`config.mk`:
```
export PLATFORM = sky130hd
export DESIGN_NAME = uart_word_receiver_flat
export DESIGN_NICKNAME = d
export VERILOG_FILES = /design/src/rtl/uart_word_receiver_if.sv /design/src/rtl/uart_word_receiver.sv /design/src/flat_wrapper.sv
export SDC_FILE = /design/constraint.sdc
export NUM_CORES = 1
export LEC_CHECK = 0
export CORE_MARGIN = 2
export CORE_UTILIZATION = 50
export DETAILED_ROUTE_END_ITERATION = 12
export DONT_BUFFER_PORTS = 1
export PLACE_DENSITY = 0.73
export SKIP_CTS_REPAIR_TIMING = 1
export SKIP_LAST_GASP = 1
export SLEW_MARGIN = 20
export SYNTH_ARGS = -nofsm -noshare
export SYNTH_HDL_FRONTEND = slang
export SYNTH_SLANG_ARGS = --single-unit
export TNS_END_PERCENT = 10
```
`constraint.sdc`:
```
create_clock -name clock -period 3.9 [get_ports clock]
set_input_delay 0.975 -clock clock [delete_from_list [all_inputs] [get_ports clock]]
set_output_delay 0.975 -clock clock [all_outputs]
set_load 0.02 [all_outputs]
```
`src/rtl/uart_word_receiver_if.sv`:
```
// ----------------------------------------------------------------------------
// uart_word_receiver_if
//   Valid/ready stream carrying packed words out of uart_word_receiver.
//
//   Parameter:
//     WORD_BYTES : bytes per word (must match the receiver instance)
//
//   Signals:
//     m_data  : head-of-FIFO word, byte 0 in bits [7:0]
//     m_last  : head word ended a null-terminated string
//     m_valid : head word valid
//     m_ready : consumer accepts head word when m_valid && m_ready
//
//   Modports:
//     master : producer side (the receiver)
//     slave  : consumer side
// ----------------------------------------------------------------------------
interface uart_word_receiver_if #(
    parameter int WORD_BYTES = 4
);
    logic [8*WORD_BYTES-1:0] m_data;
    logic                    m_last;
    logic                    m_valid;
    logic                    m_ready;

    modport master (
        output m_data,
        output m_last,
        output m_valid,
        input  m_ready
    );

    modport slave (
        input  m_data,
        input  m_last,
        input  m_valid,
        output m_ready
    );
endinterface

```
`src/rtl/uart_word_receiver.sv`:
```
// ----------------------------------------------------------------------------
// uart_word_receiver
//   8N1 UART receiver that packs received bytes little-endian into words and
//   queues them in a small FIFO. A 0x00 byte terminates a string: the partial
//   word is pushed at once (upper bytes zero) and flagged with m_last.
//
//   Parameters:
//     CLOCK_FREQUENCY : system clock in Hz
//     BAUD_RATE       : UART bit rate (CLOCK_FREQUENCY/BAUD_RATE must be >= 4)
//     WORD_BYTES      : bytes per output word, 1..8
//     FIFO_DEPTH      : output FIFO entries, power of two, >= 2
//
//   Ports:
//     clock             : system clock, rising edge
//     reset             : synchronous, active-high
//     uart_receive      : asynchronous UART line, idle high
//     m_if              : word stream (master modport)
//     overflow          : sticky, a word was dropped on a full FIFO
//     frame_error_count : saturating count of bad stop bits
//
//   Build option:
//     UART_RX_FRAME_ERROR_COUNT_EN : when defined, frame_error_count counts
//                                    frame errors; otherwise it is tied to 0.
// ----------------------------------------------------------------------------
module uart_word_receiver #(
    parameter int CLOCK_FREQUENCY = 100000000,
    parameter int BAUD_RATE       = 9600,
    parameter int WORD_BYTES      = 4,
    parameter int FIFO_DEPTH      = 16
) (
    input  logic                 clock,
    input  logic                 reset,
    input  logic                 uart_receive,
    uart_word_receiver_if.master m_if,
    output logic                 overflow,
    output logic [15:0]          frame_error_count
);

    localparam int CLKS_PER_BIT = CLOCK_FREQUENCY / BAUD_RATE;
    localparam int CNT_W        = $clog2(CLKS_PER_BIT);
    localparam int IDX_W        = (WORD_BYTES > 1) ? $clog2(WORD_BYTES) : 1;
    localparam int PTR_W        = $clog2(FIFO_DEPTH);
    localparam int WORD_W       = 8 * WORD_BYTES;

    localparam logic [CNT_W-1:0] HALF_BIT   = CNT_W'(CLKS_PER_BIT / 2 - 1);
    localparam logic [CNT_W-1:0] FULL_BIT   = CNT_W'(CLKS_PER_BIT - 1);
    localparam logic [IDX_W-1:0] LAST_IDX   = IDX_W'(WORD_BYTES - 1);
    localparam logic [PTR_W:0]   FULL_COUNT = (PTR_W + 1)'(FIFO_DEPTH);

    typedef enum logic [2:0] {IDLE, START, DATA, STOP, WAIT_IDLE} rx_state_e;

    // ------------------------------------------------------------------
    // Input synchronizer, reset to the idle (high) line level.
    // ------------------------------------------------------------------
    logic sync1_q, sync2_q;
    logic rx_bit;

    // NOTE: sequential state uses non-blocking assignments so every flop
    // samples the pre-edge value of its source, which makes the two stages
    // a real two-flop chain rather than a single wire.
    always_ff @(posedge clock) begin
        if (reset) begin
            sync1_q <= 1'b1;
            sync2_q <= 1'b1;
        end else begin
            sync1_q <= uart_receive;
            sync2_q <= sync1_q;
        end
    end

    assign rx_bit = sync2_q;

    // ------------------------------------------------------------------
    // RX FSM
    // ------------------------------------------------------------------
    rx_state_e        state_q, state_d;
    logic [CNT_W-1:0] clk_cnt_q, clk_cnt_d;
    logic [2:0]       bit_cnt_q, bit_cnt_d;
    logic [7:0]       shift_q, shift_d;
    logic             byte_valid_q, byte_valid_d;
    logic             frame_err;

    always_ff @(posedge clock) begin
        if (reset) begin
            state_q      <= IDLE;
            clk_cnt_q    <= '0;
            bit_cnt_q    <= '0;
            shift_q      <= '0;
            byte_valid_q <= 1'b0;
        end else begin
            state_q      <= state_d;
            clk_cnt_q    <= clk_cnt_d;
            bit_cnt_q    <= bit_cnt_d;
            shift_q      <= shift_d;
            byte_valid_q <= byte_valid_d;
        end
    end

    // NOTE: every variable written here gets a default first, so no path
    // through the case statement leaves one unassigned and infers a latch.
    always_comb begin
        state_d      = state_q;
        clk_cnt_d    = clk_cnt_q + 1'b1;
        bit_cnt_d    = bit_cnt_q;
        shift_d      = shift_q;
        byte_valid_d = 1'b0;
        frame_err    = 1'b0;
        unique case (state_q)
            IDLE: begin
                clk_cnt_d = '0;
                if (!rx_bit) begin
                    state_d   = START;
                    bit_cnt_d = '0;
                end
            end
            START: begin
                // Re-check the line mid start bit to reject glitches.
                if (clk_cnt_q == HALF_BIT) begin
                    clk_cnt_d = '0;
                    state_d   = rx_bit ? IDLE : DATA;
                end
            end
            DATA: begin
                if (clk_cnt_q == FULL_BIT) begin
                    clk_cnt_d = '0;
                    shift_d   = {rx_bit, shift_q[7:1]};
                    bit_cnt_d = bit_cnt_q + 3'd1;
                    if (bit_cnt_q == 3'd7) begin
                        state_d = STOP;
                    end
                end
            end
            STOP: begin
                if (clk_cnt_q == FULL_BIT) begin
                    clk_cnt_d = '0;
                    if (rx_bit) begin
                        byte_valid_d = 1'b1;
                        state_d      = IDLE;
                    end else begin
                        frame_err = 1'b1;
                        state_d   = WAIT_IDLE;
                    end
                end
            end
            WAIT_IDLE: begin
                clk_cnt_d = '0;
                if (rx_bit) begin
                    state_d = IDLE;
                end
            end
            default: begin
                state_d   = IDLE;
                clk_cnt_d = '0;
            end
        endcase
    end

    // ------------------------------------------------------------------
    // Word packer. shift_q holds the accepted byte while byte_valid_q is
    // high: the next frame cannot reach DATA for at least a bit time.
    // ------------------------------------------------------------------
    logic [IDX_W-1:0]  byte_idx_q, byte_idx_d;
    logic [WORD_W-1:0] word_q, word_d;
    logic [WORD_W-1:0] packed_word;
    logic              push;
    logic              push_last;

    always_ff @(posedge clock) begin
        if (reset) begin
            byte_idx_q <= '0;
            word_q     <= '0;
        end else begin
            byte_idx_q <= byte_idx_d;
            word_q     <= word_d;
        end
    end

    always_comb begin
        byte_idx_d  = byte_idx_q;
        word_d      = word_q;
        packed_word = word_q;
        push        = 1'b0;
        push_last   = 1'b0;
        if (byte_valid_q) begin
            packed_word[{byte_idx_q, 3'b000} +: 8] = shift_q;
            if (shift_q == 8'h00 || byte_idx_q == LAST_IDX) begin
                push       = 1'b1;
                push_last  = (shift_q == 8'h00);
                word_d     = '0;
                byte_idx_d = '0;
            end else begin
                word_d     = packed_word;
                byte_idx_d = byte_idx_q + 1'b1;
            end
        end
    end

    // ------------------------------------------------------------------
    // Output FIFO
    // ------------------------------------------------------------------
    logic [WORD_W-1:0] mem_data_q [FIFO_DEPTH];
    logic              mem_last_q [FIFO_DEPTH];
    logic [PTR_W-1:0]  wr_ptr_q, rd_ptr_q;
    logic [PTR_W:0]    count_q;
    logic              overflow_q;
    logic              fifo_valid;
    logic              pop;
    logic              full;
    logic              wr_en;

    assign fifo_valid = (count_q != '0);
    assign pop        = fifo_valid && m_if.m_ready;
    assign full       = (count_q == FULL_COUNT);
    // A full FIFO still takes a push when the head leaves in the same cycle.
    assign wr_en      = push && (!full || pop);

    // NOTE: the storage array has no reset; only pointers and count do.
    // Entries are never read before being written, and leaving the array
    // unreset lets it map onto plain RAM.
    always_ff @(posedge clock) begin
        if (wr_en) begin
            mem_data_q[wr_ptr_q] <= packed_word;
            mem_last_q[wr_ptr_q] <= push_last;
        end
    end

    always_ff @(posedge clock) begin
        if (reset) begin
            wr_ptr_q   <= '0;
            rd_ptr_q   <= '0;
            count_q    <= '0;
            overflow_q <= 1'b0;
        end else begin
            if (wr_en) begin
                wr_ptr_q <= wr_ptr_q + 1'b1;
            end
            if (pop) begin
                rd_ptr_q <= rd_ptr_q + 1'b1;
            end
            unique case ({wr_en, pop})
                2'b10:   count_q <= count_q + 1'b1;
                2'b01:   count_q <= count_q - 1'b1;
                default: count_q <= count_q;
            endcase
            if (push && !wr_en) begin
                overflow_q <= 1'b1;
            end
        end
    end

    // Head is forced to zero while empty so reset leaves m_data at 0.
    assign m_if.m_valid = fifo_valid;
    assign m_if.m_data  = fifo_valid ? mem_data_q[rd_ptr_q] : '0;
    assign m_if.m_last  = fifo_valid ? mem_last_q[rd_ptr_q] : 1'b0;
    assign overflow     = overflow_q;

    // ------------------------------------------------------------------
    // Frame error counter
    // ------------------------------------------------------------------
`ifdef UART_RX_FRAME_ERROR_COUNT_EN
    logic [15:0] frame_error_count_q;

    always_ff @(posedge clock) begin
        if (reset) begin
            frame_error_count_q <= '0;
        end else if (frame_err && frame_error_count_q != 16'hFFFF) begin
            frame_error_count_q <= frame_error_count_q + 16'd1;
        end
    end

    assign frame_error_count = frame_error_count_q;
`else
    logic frame_err_unused;

    assign frame_err_unused  = frame_err;
    assign frame_error_count = '0;
`endif

endmodule

```
`src/flat_wrapper.sv`:
```
// flat-port wrapper written by rule: the top's interface ports become plain ports
module uart_word_receiver_flat 
#(
    parameter int CLOCK_FREQUENCY = 100000000,
    parameter int BAUD_RATE       = 9600,
    parameter int WORD_BYTES      = 4,
    parameter int FIFO_DEPTH      = 16
)
  (clock, reset, uart_receive, overflow, frame_error_count, m_if_m_data, m_if_m_last, m_if_m_valid, m_if_m_ready);
  uart_word_receiver_if #(.WORD_BYTES(WORD_BYTES)) m_if_i ();
  input  logic clock;
  input  logic reset;
  input  logic uart_receive;
  output logic overflow;
  output logic [15:0] frame_error_count;
  output wire logic [$bits(m_if_i.m_data)-1:0] m_if_m_data;
  output wire logic [$bits(m_if_i.m_last)-1:0] m_if_m_last;
  output wire logic [$bits(m_if_i.m_valid)-1:0] m_if_m_valid;
  input wire logic [$bits(m_if_i.m_ready)-1:0] m_if_m_ready;
  assign m_if_m_data = m_if_i.m_data;
  assign m_if_m_last = m_if_i.m_last;
  assign m_if_m_valid = m_if_i.m_valid;
  assign m_if_i.m_ready = m_if_m_ready;
  uart_word_receiver #(.CLOCK_FREQUENCY(CLOCK_FREQUENCY), .BAUD_RATE(BAUD_RATE), .WORD_BYTES(WORD_BYTES), .FIFO_DEPTH(FIFO_DEPTH)) u_core (.clock(clock), .reset(reset), .uart_receive(uart_receive), .m_if(m_if_i), .overflow(overflow), .frame_error_count(frame_error_count));
endmodule
```
==> reports/qor.txt <==
Max Slew Vio Count - 0
TritonCTS buffer count - 59
drt pass-1 iters - 7
Ys Warns - 0
Worst slew margin - 41.2%
total gr overflow - 0
port bufs - 0
Tot Pwr - 14300 µW
WL/cell - 26.5 µm
Vias - 11400
max incr delay on CP - 0.58 ns
status - finished clean
worst setup path category - flip-flop to output pin
DR iter-0 viols - 1175
commonest non-fill, non-tap cells in the layout - edfxtp_1, mux4_2, dfxtp_1
initial antenna violation count - 0
critical path arrival - 2.77 ns
Peak supply drop - 0.402 mV
Reg-to-Reg Start - u_core.shift_q[2]
Routed Antenna Nets - 0
latest clock arrival within the worst-skew pair - 0.63 ns
Max clock buf depth - 3
Setup Skew - 0.0233 ns
Post-synth ARST share - 0%
die area - 49400 µm²
area occupied by registers - 17500 µm²
sequential element share of the synthesized area - 73.5%
post-place setup slack - 0.730 ns
gr usage total - 20.4%
fillers - 3348
vias in the first global route - 11500
non-filler instance count after layout - 1873
CTS tree - built
CTS Root Cell - clkbuf_16
crit-path leading delay family - multiplexers
most used cell, CP - mux4_2
first-pass GRT wire length - 74300 µm
final net count - 1237
worst slew pin tran - 0.879 ns
Distinct cells, synth - 57
RSZ-0062 raised after global routing - false
Buf+Inv Stages, Crit Path - 1
WP data required - 2.92 ns
dominant cells by area after synthesis - edfxtp_1, mux4_2, dfxtp_1
top cell type's share of synthesized area - 66.5%
Hold Startpoint - reset
area of the multi-input gates - 6060 µm²
Area Growth Syn to Fin - 11.7%
Final WS setup - 0.153 ns
Max FO, Critical Path - 52
crit path cell chain - buf_12 > mux4_2 > mux4_2 > and2_1
number of vias per cell - 6.08
RePlAce Congestion - 0.748
Reg clk slew, reported paths - 0.06 ns
Core Util, Final - 56.9%
register bit total from synthesis - 611
row count - 79
height of the die - 222 µm
EDFF count, synth - 528
Yosys top cell by area - edfxtp_1
leak pwr - 0.00846 µW
Gate Count Post-Synth - 1184
Placed Cells - 1763
die span in x - 222 µm
fmax - 0.267 GHz
Max-Cap Viols - 0
Critical-path top delay cell - mux4_2
Antenna Cells - 0
dpl hpwl - 25000 µm
Core Region - 46800 µm²
Power Density - 536 nW/µm²
crit share post-route - 96.1%
final wirelength - 49700 µm
Main synth FF type - edfxtp_1
largest net degree at the start of global routing - 61
Initial Util - 51.0%
HP Class - input pin to flip-flop
minimum clock period - 3.75 ns
Final Hold Vio Count - 0
nature of the critical path startpoint - flip-flop
DRC viols - 0
most common cell after layout, fill and taps aside - edfxtp_1
I/O pin cnt - 55
final setup fails - 0
synthesized area per cell - 20.1 µm²
Syn Std Cell Area - 23800 µm²
layout cell share with drive strength beyond 1 - 24.0%
clock tree sinks - 611
CP endpoint kind - output pin
CTS HTree Levels - 2
==> state kept, by name, summed over array words and instances, names as in the netlist, named ones only <==
signal / count
u_core.state_q: 3
u_core.byte_idx_q: 2
u_core.word_q: 32
u_core.sync1_q: 1
u_core.shift_q: 8
u_core.count_q: 5
u_core.bit_cnt_q: 3
u_core.clk_cnt_q: 14
u_core.rd_ptr_q: 4
u_core.overflow: 1
u_core.wr_ptr_q: 4
u_core.mem_data_q: 512
u_core.rx_bit: 1
u_core.byte_valid_q: 1
u_core.mem_last_q: 16
==> where the power goes <==
| group | total (µW) | internal (µW) | switching, µW | leakage (µW) |
|---|---|---|---|---|
| clock network | 5340 | 2970 | 2370 | 0.000876 |
| logic | 1840 | 618 | 1220 | 0.00176 |
| registers | 7100 | 7040 | 65.6 | 0.00583 |
| total | 14300 | 10600 | 3650 | 0.00846 |
==> stage by stage <==
| stage | hold slack [ns] | cell area, µm² | TNS [ns] |
|---|---|---|---|
| after floorplan | 0.389 | 23900 | -17.04 |
| after global placement | 0.426 | 24800 | 0 |
| after detailed placement | 0.416 | 24800 | 0 |
| after CTS | 0.391 | 26600 | 0 |
| after global routing | 0.394 | 26600 | 0 |
| final | 0.418 | 26600 | 0 |
==> layout make-up <==
class | count | share of cell area, %
inverters | 8 | 0.113
clock buffers | 82 | 6.10
repair buffers | 30 | 1.64
multi-input cells | 507 | 22.8
flip-flops and latches | 611 | 65.8
well taps | 607 | 2.85
clock inverters | 28 | 0.696
==> cell usage after synthesis, drive strengths merged, types with 2 or more instances <==
cell type / count
a21o: 2
a21oi: 17
a22o: 32
a22oi: 2
a32oi: 2
and2: 35
and3: 2
and4: 2
buf: 36
clkbuf: 37
dfxtp: 83
edfxtp: 528
ha: 16
inv: 8
mux2: 2
mux2i: 7
mux4: 165
nand2: 29
nand2b: 5
nand3: 17
nand4: 2
nand4b: 3
nand4bb: 2
nor2: 52
nor2b: 34
nor3: 9
nor3b: 3
nor4: 4
nor4b: 4
o21ai: 5
or2: 4
or3: 2
xnor2: 10
xor2: 11
==> path summary, 6_finish.rpt <==
check	endpoint	slack (ns)	cells past startpoint
worst max-delay path	m_if_m_data[0]	0.15	4
worst min-delay path	u_core.count_q[1]	0.42	1
worst min register to register	u_core.rx_bit	0.43	1
worst max register to register	u_core.mem_data_q[7][28]	0.83	5
==> cells by family (layout without fill, tap and decap cells) <==
family | after synthesis | in the layout | share of synthesized area [%]
mux | 174 | 174 | 16.0
simple gates | 211 | 211 | 4.88
other cells | 1 | 16 | 0.0157
xor+xnor | 21 | 21 | 0.772
flops | 611 | 611 | 73.5
fa+ha+maj | 16 | 16 | 0.840
buf+inv | 81 | 148 | 1.84
compound gates | 69 | 69 | 2.16
==> routing by layer <==
layer / up-vias / share of wire, % / track usage [%]
met5: - / 0 / 0
met4: 0 / 1.9 / 5.08
met3: 79 / 6.9 / 4.71
met2: 423 / 49 / 32.3
met1: 6052 / 42 / 29.1
li1: 4837 / - / -
Note: power is estimated with default switching activity, not from simulation.
